--- config.mk ---
export PLATFORM = sky130hd
export DESIGN_NAME = ysyx_23060025_ifu_fetch
export DESIGN_NICKNAME = d
export VERILOG_FILES = /design/src/rtl/ysyx_23060025_ifu_fetch.sv
export SDC_FILE = /design/constraint.sdc
export NUM_CORES = 1
export LEC_CHECK = 0
export CORE_MARGIN = 1.5
export CORE_UTILIZATION = 35
export DETAILED_ROUTE_END_ITERATION = 10
export MAX_ROUTING_LAYER = met4
export PLACE_DENSITY = 0.74
export SYNTH_ARGS = -nofsm -noshare
export SYNTH_HDL_FRONTEND = slang
export SYNTH_SLANG_ARGS = --single-unit
--- constraint.sdc ---
create_clock -name clock -period 3.4 [get_ports clock]
set_input_delay 0.68 -clock clock [delete_from_list [all_inputs] [get_ports clock]]
set_output_delay 0.68 -clock clock [all_outputs]
set_load 0.03 [all_outputs]
--- src/rtl/ysyx_23060025_ifu_fetch.sv ---
// Instruction fetch front end: one AR/R read per PC, result handed to the IDU over valid/ready.
// The FSM state is exported so the PC counter only advances on a completed WAIT_FINISH exit.
module ysyx_23060025_ifu_fetch #(
  parameter int unsigned ADDR_LEN = 32,
  parameter int unsigned DATA_LEN = 32,
  parameter logic [ADDR_LEN-1:0] PC_RESET_VAL = 32'h8000_0000
) (
  input  logic                clock,
  input  logic                reset,
  input  logic [ADDR_LEN-1:0] pc_i,
  input  logic                last_finish_i,
  output logic [1:0]          con_state_o,
  output logic                arvalid_o,
  output logic [ADDR_LEN-1:0] araddr_o,
  input  logic                arready_i,
  input  logic                rvalid_i,
  input  logic [DATA_LEN-1:0] rdata_i,
  input  logic [1:0]          rresp_i,
  output logic                rready_o,
  output logic [DATA_LEN-1:0] inst_o,
  output logic [ADDR_LEN-1:0] inst_pc_o,
  output logic                inst_valid_o,
  input  logic                inst_ready_i,
  output logic                inst_fault_o
);

  // The reset PC is only meaningful if the first fetch can be issued from it.
  if (PC_RESET_VAL[1:0] != 2'b00) begin : g_bad_reset_pc
    $error("PC_RESET_VAL must be word aligned");
  end

  typedef enum logic [1:0] {
    StIdle       = 2'b00,
    StReq        = 2'b01,
    StWaitFinish = 2'b10,
    StResp       = 2'b11
  } state_e;

  state_e              state_q, state_d;
  // setup_q marks the first REQ cycle, where the address is captured and arvalid stays low.
  logic                setup_q, setup_d;
  // hs_done_q remembers that the IDU took the instruction, so last_finish_i may be honoured.
  logic                hs_done_q, hs_done_d;
  logic [ADDR_LEN-1:0] araddr_q, araddr_d;
  logic [ADDR_LEN-1:0] inst_pc_q, inst_pc_d;
  logic [DATA_LEN-1:0] inst_q, inst_d;
  logic                inst_valid_q, inst_valid_d;
  logic                inst_fault_q, inst_fault_d;

  logic                misaligned;
  logic                idu_hs;

  assign misaligned   = |pc_i[1:0];
  assign idu_hs       = inst_valid_q & inst_ready_i;

  assign con_state_o  = state_q;
  assign arvalid_o    = (state_q == StReq) && !setup_q;
  assign rready_o     = (state_q == StResp);
  assign araddr_o     = araddr_q;
  assign inst_o       = inst_q;
  assign inst_pc_o    = inst_pc_q;
  assign inst_valid_o = inst_valid_q;
  assign inst_fault_o = inst_fault_q;

  // Next-state and datapath updates for the fetch FSM.
  always_comb begin
    state_d      = state_q;
    setup_d      = setup_q;
    hs_done_d    = hs_done_q;
    araddr_d     = araddr_q;
    inst_pc_d    = inst_pc_q;
    inst_d       = inst_q;
    inst_valid_d = inst_valid_q;
    inst_fault_d = inst_fault_q;

    unique case (state_q)
      StIdle: begin
        state_d   = StReq;
        setup_d   = 1'b1;
        araddr_d  = pc_i;
        inst_pc_d = pc_i;
      end
      StReq: begin
        if (setup_q) begin
          // pc_i has settled after the counter update; capture it before requesting.
          setup_d   = 1'b0;
          araddr_d  = pc_i;
          inst_pc_d = pc_i;
          if (misaligned) begin
            state_d      = StWaitFinish;
            hs_done_d    = 1'b0;
            inst_d       = '0;
            inst_fault_d = 1'b1;
            inst_valid_d = 1'b1;
          end
        end else if (arready_i) begin
          state_d = StResp;
        end
      end
      StResp: begin
        if (rvalid_i) begin
          state_d      = StWaitFinish;
          hs_done_d    = 1'b0;
          inst_d       = rdata_i;
          inst_fault_d = (rresp_i != 2'b00);
          inst_valid_d = 1'b1;
        end
      end
      StWaitFinish: begin
        if (idu_hs) begin
          inst_valid_d = 1'b0;
          hs_done_d    = 1'b1;
        end
        // A finish pulse before the IDU handshake belongs to an older instruction.
        if (last_finish_i && (hs_done_q || idu_hs)) begin
          state_d   = StReq;
          setup_d   = 1'b1;
          hs_done_d = 1'b0;
        end
      end
      default: ;
    endcase
  end

  // State register with synchronous active-low reset; reset abandons any bus beat in flight.
  always_ff @(posedge clock) begin
    if (!reset) begin
      state_q      <= StIdle;
      setup_q      <= 1'b0;
      hs_done_q    <= 1'b0;
      araddr_q     <= '0;
      inst_pc_q    <= '0;
      inst_q       <= '0;
      inst_valid_q <= 1'b0;
      inst_fault_q <= 1'b0;
    end else begin
      state_q      <= state_d;
      setup_q      <= setup_d;
      hs_done_q    <= hs_done_d;
      araddr_q     <= araddr_d;
      inst_pc_q    <= inst_pc_d;
      inst_q       <= inst_d;
      inst_valid_q <= inst_valid_d;
      inst_fault_q <= inst_fault_d;
    end
  end

endmodule
==> metrics.md <==
| Metric | Value |
|---|---|
| RSZ-0062 raised after global routing | `no` |
| Detailed-route vias per instance | `5.20` |
| Largest net degree at the start of global routing | `37` |
| Max clock buf depth | `2` |
| Ys async rst share | `0%` |
| Sum Neg Setup Slack | `0 ns` |
| Final WL | `9.05 mm` |
| Cell Pwr Density | `471 mW/mm²` |
| Dominant cells by area after synthesis | `dfxtp_1, a32oi_1, buf_4` |
| Synth Register Bits | `70` |
| Syn Nets | `431` |
| CTS buffer count | `9` |
| Die Ht | `96.7 µm` |
| Slew headroom | `38.1%` |
| Worst reg2reg path depth | `3` |
| H-tree depth | `3` |
| Maximum vdd drop | `223 µV` |
| Lkg Pwr | `1.65 nW` |
| DRC errors left | `0` |
| Final-stage net count | `558` |
| R2R setup slack | `1.62 ns` |
| Crit. End Element | `primary output` |
| Total power | `0.00224 W` |
| Most common cell in the synthesized netlist | `dfxtp_1` |
| Total grt overflow | `0` |
| Max FO, Critical Path | `12` |
| Synth cell count leaders | `dfxtp_1, o21ai_0, buf_4, inv_1` |
| Hold path cells | `2` |
| Synth Warn # | `0` |
| Via count | `3,091` |
| Clock Skew | `0.00658 ns` |
| Fin. Hold Viols | `0` |
| Max-cap viol count | `0` |
| Critical R2R Capture | `inst_pc_o[21]` |
| GP Congestion | `0.769` |
| Syn avg cell area | `8.56 µm²` |
| CORE AREA | `0.00834 mm²` |
| Critical Path Source Type | `register` |
| CP Launch Point | `con_state_o[0]` |
| Starting density of the core | `36.8%` |
| Setup CP Type | `reg2out` |
| Yosys cell types | `28` |
| Latest clock arrival within the worst-skew pair | `0.33 ns` |
| Post-route ant nets | `0` |
| CTS-repair resized insts | `0` |
| Total die area | `0.00935 mm²` |
| Synth top area share | `45.6%` |
| Wire per inst | `15.2 µm` |
| Tmin final | `2.47 ns` |
| CTS clock-pin slew for the worst setup and hold paths | `0.06 ns` |
| Status | `complete, no violations` |
| Layout area overhead | `54.7%` |
| FF-to-FF Start | `con_state_o[0]` |
| First-pass GRT wire length | `14.6 mm` |
| Postcts setup bufs | `0` |
| Count of pins over their slew limit | `0` |
| Setup Viol. Count Final | `0` |
| Layout cells sized above 1 | `5.32%` |
| Final Cycle Share | `72.8%` |
| CTS tree | `yes` |
| Sequential-to-total area share from yosys stat | `45.6%` |
| Post-synth top flop | `dfxtp_1` |
| Fmax | `0.404 GHz` |
| GRT Resource Usage Total | `19.4%` |
| Area leader, netlist | `dfxtp_1` |
| Number of global-route vias before repair | `3,057` |
| Root Driver | `clkbuf_8` |
| Port Buffers | `173` |
| Synth Cell Area | `0.00307 mm²` |
| Placed wire-length estimate | `6.31 mm` |
| Pre-antenna DRT Iters | `4` |
| Cts hold-fix bufs | `0` |
| Row cnt | `33` |
| Crit path arrival time | `1.79 ns` |
| Clk sink count | `70` |
| Crit path to | `arvalid_o` |
| Initial antenna violation count | `0` |
| Min-delay worst type | `reg2reg` |
| Drt first-iter violations | `90` |
| WP data required | `2.72 ns` |
| Ports | `174` |
| Die span in x | `96.7 µm` |
| Number of synthesized flops with an enable pin | `0` |
| Number of diodes | `0` |
| Actual slew at the worst max-slew pin | `0.929 ns` |
| Syn Inst Count | `359` |
-- flip-flops by register name, indices dropped and copies added (netlist names) --
register	flops
inst_valid_o	1
hs_done_q	1
inst_fault_o	1
inst_o	32
setup_q	1
inst_pc_o	32
con_state_o	2
-- placed cells by master, fill, tap and decap left out, drive strengths merged --
cell type	n
clkdlybuf4s50	173
dfxtp	70
o21ai	68
inv	36
a21oi	33
a32oi	32
nand3	32
clkbuf	13
buf	7
nand2	4
nor2	3
a221oi	3
and2b	2
a31oi	2
clkinv	2
nand2b	1
and2	1
o211ai	1
and4	1
a21o	1
o221a	1
a211oi	1
a31o	1
o21a	1
-- cells by family (layout without fill, tap and decap cells) --
logic type / count (synthesis) / count (layout) / share of synthesized area (%)
AOI/OAI and AO/OA: 144 / 144 / 28.8
and+or+nand+nor: 44 / 44 / 7.25
DFF: 70 / 70 / 45.6
buffers and inverters: 101 / 231 / 18.3
-- power by group --
part	leakage, nW	total [W]	switching (W)	internal, W
logic	0.985	0.000706	0.000405	0.000301
clock network	0.0914	0.000598	0.000282	0.000316
registers	0.573	0.000933	0.0000497	0.000884
total	1.65	0.00224	0.000736	0.00150
-- metal layers --
layer  vias up  GRT usage (%)  routed length [µm]  part of all wire [%]
met4         0           4.68                  55                  0.61
met2       115           33.7                4630                    51
met5         -              -                   0                     0
met3         5           5.92                 556                   6.1
met1      1480           21.8                3820                    42
li1       1491              -                   -                     -
-- worst min-delay path by stage --
stage / slack (ns) / end / startpoint
final: 0.48 / inst_o[16] / inst_o[16]
after global placement: 0.46 / inst_o[31] / inst_o[31]
after global routing: 0.50 / inst_o[6] / inst_o[6]
after detailed placement: 0.47 / inst_o[6] / inst_o[6]
after CTS: 0.48 / inst_o[21] / inst_o[21]
after floorplan: 0.49 / setup_q / setup_q
-- critical path, stage by stage (launching register included) --
cell,delay [ns]
dfxtp_1,0.54
nand2b_1,0.12
nor2_1,0.10
clkdlybuf4s50_1,0.70
-- layout make-up --
type                    count  area [µm²]
fillers                   737        3590
repair buffers            180        1800
clock inverters             1        5.00
multi-input cells         188        1110
well taps                 105         131
flip-flops and latches     70        1400
clock buffers              13         169
inverters                  37         139
-- through the flow --
| stage | instances | cell area (µm²) | setup slack [ns] | util, % | hold slack [ns] |
|---|---|---|---|---|---|
| floorplan | 359 | 3070 | 1.41 | - | 0.495 |
| global placement | 580 | 4580 | 1.01 | 54.9 | 0.455 |
| detailed placement | 580 | 4580 | 0.901 | 54.9 | 0.467 |
| CTS | 594 | 4750 | 0.884 | 57.0 | 0.479 |
| global route | 594 | 4750 | 0.817 | 57.0 | 0.497 |
| finish | 594 | 4750 | 0.926 | 57.0 | 0.478 |
No activity file was read; power rests on OpenSTA's default activity.
